**config.mk**
```make
export PLATFORM = sky130hd
export DESIGN_NAME = sli_timing_gen
export DESIGN_NICKNAME = d
export VERILOG_FILES = /design/src/rtl/sli_timing_gen.sv
export SDC_FILE = /design/constraint.sdc
export NUM_CORES = 1
export LEC_CHECK = 0
export CORE_AREA = 2 2 84 106
export CTS_CLUSTER_DIAMETER = 80
export DETAILED_ROUTE_END_ITERATION = 10
export DIE_AREA = 0 0 86 108
export PLACE_DENSITY = 0.79
export REMOVE_ABC_BUFFERS = 1
export SLEW_MARGIN = 20
export SYNTH_ARGS = -nofsm -noshare
export SYNTH_HDL_FRONTEND = slang
export SYNTH_SLANG_ARGS = --single-unit
```
**constraint.sdc**
```tcl
create_clock -name clk -period 3 [get_ports clk]
set_clock_uncertainty 0.15 [all_clocks]
set_input_delay 0.9 -clock clk [delete_from_list [all_inputs] [get_ports clk]]
set_output_delay 0.9 -clock clk [all_outputs]
set_load 0.005 [all_outputs]
```
**src/rtl/sli_timing_gen.sv**
```systemverilog
// Free-running raster timing and test-pixel generator for offline operation of
// the SLI projector path; drives the RGB/blank/sync bundle for the pixel pipeline.
module sli_timing_gen #(
    parameter int unsigned H_ACT  = 1280,
    parameter int unsigned H_FP   = 110,
    parameter int unsigned H_SYNC = 40,
    parameter int unsigned H_BP   = 220,
    parameter int unsigned V_ACT  = 720,
    parameter int unsigned V_FP   = 5,
    parameter int unsigned V_SYNC = 5,
    parameter int unsigned V_BP   = 20
) (
    input  logic        clk,
    input  logic        rstn,
    input  logic        en,
    input  logic [1:0]  pat,
    input  logic [7:0]  level,
    output logic [7:0]  out_red,
    output logic [7:0]  out_green,
    output logic [7:0]  out_blue,
    output logic        out_hsync,
    output logic        out_vsync,
    output logic        out_blank,
    output logic [10:0] col,
    output logic [9:0]  row,
    output logic        sof,
    output logic [15:0] frame_cnt
);
    localparam int unsigned HW    = 11;
    localparam int unsigned VW    = 10;
    localparam int unsigned PW    = 8;
    localparam int unsigned FW    = 16;
    localparam int unsigned H_TOT = H_ACT + H_FP + H_SYNC + H_BP;
    localparam int unsigned V_TOT = V_ACT + V_FP + V_SYNC + V_BP;

    localparam logic [HW-1:0] H_LAST  = HW'(H_TOT - 1);
    localparam logic [VW-1:0] V_LAST  = VW'(V_TOT - 1);
    localparam logic [HW-1:0] H_ACT_C = HW'(H_ACT);
    localparam logic [VW-1:0] V_ACT_C = VW'(V_ACT);
    localparam logic [HW-1:0] HS_BEG  = HW'(H_ACT + H_FP);
    localparam logic [HW-1:0] HS_END  = HW'(H_ACT + H_FP + H_SYNC);
    localparam logic [VW-1:0] VS_BEG  = VW'(V_ACT + V_FP);
    localparam logic [VW-1:0] VS_END  = VW'(V_ACT + V_FP + V_SYNC);

    typedef enum logic {S_IDLE, S_RUN} state_e;

    state_e        state_q, state_d;
    logic [HW-1:0] hcnt_q, hcnt_d;
    logic [VW-1:0] vcnt_q, vcnt_d;
    logic [FW-1:0] frame_cnt_q, frame_cnt_d;
    logic [1:0]    pat_q, pat_d;
    logic [PW-1:0] level_q, level_d;
    logic [PW-1:0] pix_q, pix_d;
    logic [HW-1:0] col_q, col_d;
    logic [VW-1:0] row_q, row_d;
    logic          blank_q, blank_d;
    logic          hsync_q, hsync_d;
    logic          vsync_q, vsync_d;
    logic          sof_q, sof_d;

    logic          running, line_end, frame_end, origin, active;
    logic [1:0]    pat_cur;
    logic [PW-1:0] level_cur;

    always_comb begin
        running   = (state_q == S_RUN);
        line_end  = (hcnt_q == H_LAST);
        frame_end = running && line_end && (vcnt_q == V_LAST);
        origin    = running && (hcnt_q == '0) && (vcnt_q == '0);
        active    = (hcnt_q < H_ACT_C) && (vcnt_q < V_ACT_C);
    end

    always_ff @(posedge clk or negedge rstn) begin
        if (!rstn) state_q <= S_IDLE;
        else       state_q <= state_d;
    end

    // Stopping is only honoured at the last counter cycle, so frames are never cut short
    always_comb begin
        state_d = state_q;
        case (state_q)
            S_IDLE:  if (en) state_d = S_RUN;
            S_RUN:   if (frame_end && !en) state_d = S_IDLE;
            default: state_d = S_IDLE;
        endcase
    end

    // Raster counters, frame counter and once-per-frame pattern capture
    always_comb begin
        hcnt_d      = hcnt_q;
        vcnt_d      = vcnt_q;
        frame_cnt_d = frame_cnt_q;
        pat_d       = pat_q;
        level_d     = level_q;
        if (running) begin
            if (line_end) begin
                hcnt_d = '0;
                vcnt_d = (vcnt_q == V_LAST) ? '0 : vcnt_q + VW'(1);
            end else begin
                hcnt_d = hcnt_q + HW'(1);
            end
            if (frame_end) frame_cnt_d = frame_cnt_q + FW'(1);
            if (origin) begin
                pat_d   = pat;
                level_d = level;
            end
        end
    end

    // Output decode; pixel (0,0) uses the freshly sampled pattern, not last frame's
    always_comb begin
        blank_d   = 1'b1;
        hsync_d   = 1'b0;
        vsync_d   = 1'b0;
        sof_d     = 1'b0;
        col_d     = '0;
        row_d     = '0;
        pix_d     = '0;
        pat_cur   = origin ? pat : pat_q;
        level_cur = origin ? level : level_q;
        if (running) begin
            hsync_d = (hcnt_q >= HS_BEG) && (hcnt_q < HS_END);
            vsync_d = ((vcnt_q == VS_BEG) && (hcnt_q >= HS_BEG)) ||
                      ((vcnt_q > VS_BEG) && (vcnt_q < VS_END)) ||
                      ((vcnt_q == VS_END) && (hcnt_q < HS_BEG));
            sof_d   = origin;
            if (active) begin
                blank_d = 1'b0;
                col_d   = hcnt_q;
                row_d   = vcnt_q;
                case (pat_cur)
                    2'd0:    pix_d = level_cur;
                    2'd1:    pix_d = hcnt_q[PW-1:0];
                    2'd2:    pix_d = vcnt_q[PW-1:0];
                    default: pix_d = {PW{hcnt_q[6] ^ vcnt_q[6]}};
                endcase
            end
        end
    end

    always_ff @(posedge clk or negedge rstn) begin
        if (!rstn) begin
            hcnt_q      <= '0;
            vcnt_q      <= '0;
            frame_cnt_q <= '0;
            pat_q       <= '0;
            level_q     <= '0;
            pix_q       <= '0;
            col_q       <= '0;
            row_q       <= '0;
            blank_q     <= 1'b1;
            hsync_q     <= 1'b0;
            vsync_q     <= 1'b0;
            sof_q       <= 1'b0;
        end else begin
            hcnt_q      <= hcnt_d;
            vcnt_q      <= vcnt_d;
            frame_cnt_q <= frame_cnt_d;
            pat_q       <= pat_d;
            level_q     <= level_d;
            pix_q       <= pix_d;
            col_q       <= col_d;
            row_q       <= row_d;
            blank_q     <= blank_d;
            hsync_q     <= hsync_d;
            vsync_q     <= vsync_d;
            sof_q       <= sof_d;
        end
    end

    assign out_red   = pix_q;
    assign out_green = pix_q;
    assign out_blue  = pix_q;
    assign out_hsync = hsync_q;
    assign out_vsync = vsync_q;
    assign out_blank = blank_q;
    assign col       = col_q;
    assign row       = row_q;
    assign sof       = sof_q;
    assign frame_cnt = frame_cnt_q;

endmodule
```
==> qor.yml <==
power_and_ir_drop:
  p_per_area_nw_per_um2: 724
  p_leak_nw: 2.21
  p_sw_share_pct: 31.0
  seqPwrFrac_pct: 41.7
  ir_drop_uv: 439
  comb_power_share_pct: 31.2
  switchingPower_mw: 1.13
  p_int_mw: 2.51
  pwr-share-clk_pct: 27.1
hold_path:
  hold_path_class: "reg -> reg"
clock_tree:
  cts_buffers: 9
  post_cts_buffers: 0
  cts_resized: 0
  clock-sinks: 81
  cts.clk_slew.worst_paths_ns: 0.08
  cts_tree: "built"
  cts_buffer_depth: 2
  clkLatencyLatePin_ns: 0.36
  clockRootBuffer: "clkbuf_8"
  htreeDepth: 3
  cts-hold-fix-buffers: 0
synth:
  yosysWarnings: 0
  synthDistinctLibCells: 58
  syn-instance-count: 407
  synthesis.area_um2: 4030
  synth_edf_count: 0
  syn_avg_cell_area_um2: 9.91
  ys_seq_elements: 81
  ys_seq_area_share_pct: 50.3
  synth_top_flop_cell: "dfrtp_1"
  ys_async_sr_fraction_pct: 100
die:
  initial_utilization_pct: 49.2
  die-area_um2: 9290
  io_pins: 78
  fp.coreArea_um2: 8190
  core.rowCount: 37
  die_h_um: 108
  chipWidth_um: 86
routing:
  wire_per_inst_um: 17.2
  drt-initial-drc-count: 231
  drtAntennaViolNets: 0
  avgViaCountPerCell: 5.67
  via_count: 3221
  drtPass1Iterations: 6
  drc: 0
  routed_wl_um: 9760
layout:
  fin_nets: 487
  drive_gt1_share_pct: 8.28
  fill_cells: 693
  diodes: 0
  area_growth_pct: 24.9
setup_path:
  endpoint_kind: "flop"
  worstPathArrival_ns: 2.83
  crit_type: "reg -> reg"
  worstPathRequired_ns: 3.13
  worstPathMaxFanout: 7
  worstSetupStartpointType: "flop"
global_route:
  grt_start_max_net_pins: 43
  first_global_vias: 3192
  grt_overflow: 0
  antenna_found_initial: 0
  grt_use_total_pct: 22.0
  grt_pass1_wl_um: 15800
sta:
  final.period_utilization_pct: 89.9
  slew-limit-headroom_pct: 62.6
  tns_ns: 0
  setup_ws_ns: 0.302
  post-route-min-period_ns: 2.70
  timing.final.max_slew_violations: 0
  setup_viol: 0
  finalHoldViolations: 0
  tightest_slew_ns: 0.547
  rsz0062_at_grt: "no"
  max_freq_ghz: 0.371
place:
  dp_slack_ns: 0.359
  gp_congestion: 0.909
  dp_hpwl_um: 7090
  io_buffers: 77
run:
  cap_violations: 0
status:
  status: "completed"
synthesized netlist by cell type (2+ instances only):
master    number  area share [%]
and2_1        18             2.8
nor2b_1        2            0.31
o21ai_1       15             1.9
ha_1           8             2.5
and4_1         4            0.87
clkbuf_1      20             1.9
inv_1         11             1.0
a31oi_1        2            0.31
dfrtp_1       80              50
nor2_1        30             2.8
buf_4         16             3.0
nand2b_1       2            0.31
o21ai_0        6            0.74
nor3_1         5            0.62
o31ai_1        2            0.37
nand4_1       10             1.6
inv_2          2            0.19
or3_1          2            0.31
buf_6          3            0.84
or4_1          3            0.56
nand2_1       61             5.7
and3_1         4            0.62
xor2_1        10             2.2
xnor2_1       14             3.0
o2111a_1       7             2.0
a21oi_1        6            0.74
mux2i_1        8             2.0
or4_4          2            0.56
nand3_1       20             2.5
a211oi_1       6             1.1
power groups by stage:
stage               combinational [mW]  clock (mW)  sequential, mW
finish                            1.14       0.988            1.52
floorplan                        0.506           0            1.50
global placement                  1.11           0            1.52
CTS                               1.14        1.01            1.52
detailed placement                1.13           0            1.53
global route                      1.22        1.06            1.55
through the flow:
step / instance area [µm²] / util (%) / hold WS (ns) / power, mW / cells
finish: 5030 / 61.4 / 0.324 / 3.64 / 568
global route: 5030 / 61.4 / 0.358 / 3.83 / 568
CTS: 5030 / 61.4 / 0.331 / 3.67 / 568
detailed placement: 4780 / 58.4 / 0.310 / 2.67 / 552
global placement: 4780 / 58.4 / 0.303 / 2.64 / 552
floorplan: 3800 / - / 0.288 / 2.01 / 367
layout make-up:
class / count / area (µm²) / share of cell area, %
flip-flops and latches: 81 / 2030 / 40.3
well taps: 97 / 121 / 2.41
clock inverters: 6 / 115 / 2.29
repair buffers: 88 / 863 / 17.1
multi-input cells: 273 / 1720 / 34.2
inverters: 13 / 48.8 / 0.969
clock buffers: 10 / 138 / 2.73
path summary, 6_finish.rpt:
| kind | from | endpoint | slack, ns | cells past startpoint |
|---|---|---|---|---|
| worst max register to register | hcnt_q[1] | out_blue[4] | 0.30 | 7 |
| min in group asynchronous | rstn | level_q[7] | 0.36 | 1 |
| worst max-delay path | hcnt_q[1] | out_blue[4] | 0.30 | 7 |
| worst min register to register | level_q[5] | level_q[5] | 0.32 | 2 |
| worst min-delay path | level_q[5] | level_q[5] | 0.32 | 2 |
| max in group asynchronous | rstn | vcnt_q[5] | 1.71 | 2 |
cell families after synthesis:
| kind of cell | count (synthesis) | share of synthesized area [%] |
|---|---|---|
| AOI/OAI and AO/OA | 57 | 9.99 |
| xor gates and xnor gates | 24 | 5.21 |
| adders and majority gates | 8 | 2.48 |
| buffers and inverters | 53 | 7.01 |
| DFF | 81 | 50.3 |
| muxes | 9 | 2.27 |
| and+or+nand+nor | 175 | 22.7 |
cell usage in the layout, fill, tap and decap left out, types with 3 or more instances in the layout:
cell	Yosys	final
a211oi_1	6	6
a21oi_1	6	6
and2_1	18	18
and3_1	4	4
and4_1	4	4
buf_4	16	11
bufinv_16	0	3
clkbuf_8	0	10
clkdlybuf4s50_1	0	76
dfrtp_1	80	80
ha_1	8	8
inv_1	11	11
mux2i_1	8	8
nand2_1	61	61
nand3_1	20	20
nand4_1	10	10
nor2_1	30	30
nor3_1	5	5
o2111a_1	7	7
o21ai_0	6	6
o21ai_1	15	15
or4_1	3	3
xnor2_1	14	14
xor2_1	10	10
critical path, stage by stage (launching register included):
cell,delay [ns]
dfrtp_1,0.45
inv_1,0.16
ha_1,0.16
or4b_1,0.47
nor3_2,0.31
nand2b_1,0.15
a221oi_2,0.50
o2111a_1,0.28
state kept, by name (all words and copies together) (netlist names), 2 cells and up:
register,cells
vcnt_q,10
frame_cnt,16
col,11
out_blue,8
pat_q,2
level_q,8
row,10
hcnt_q,11
routing by layer:
| layer | wire length [µm] | GRT usage [%] |
|---|---|---|
| met5 | 0 | 0 |
| met4 | 208 | 8.16 |
| met3 | 683 | 4.20 |
| met2 | 5020 | 37.7 |
| met1 | 3850 | 27.6 |
No activity file was read; power rests on OpenSTA's default activity.
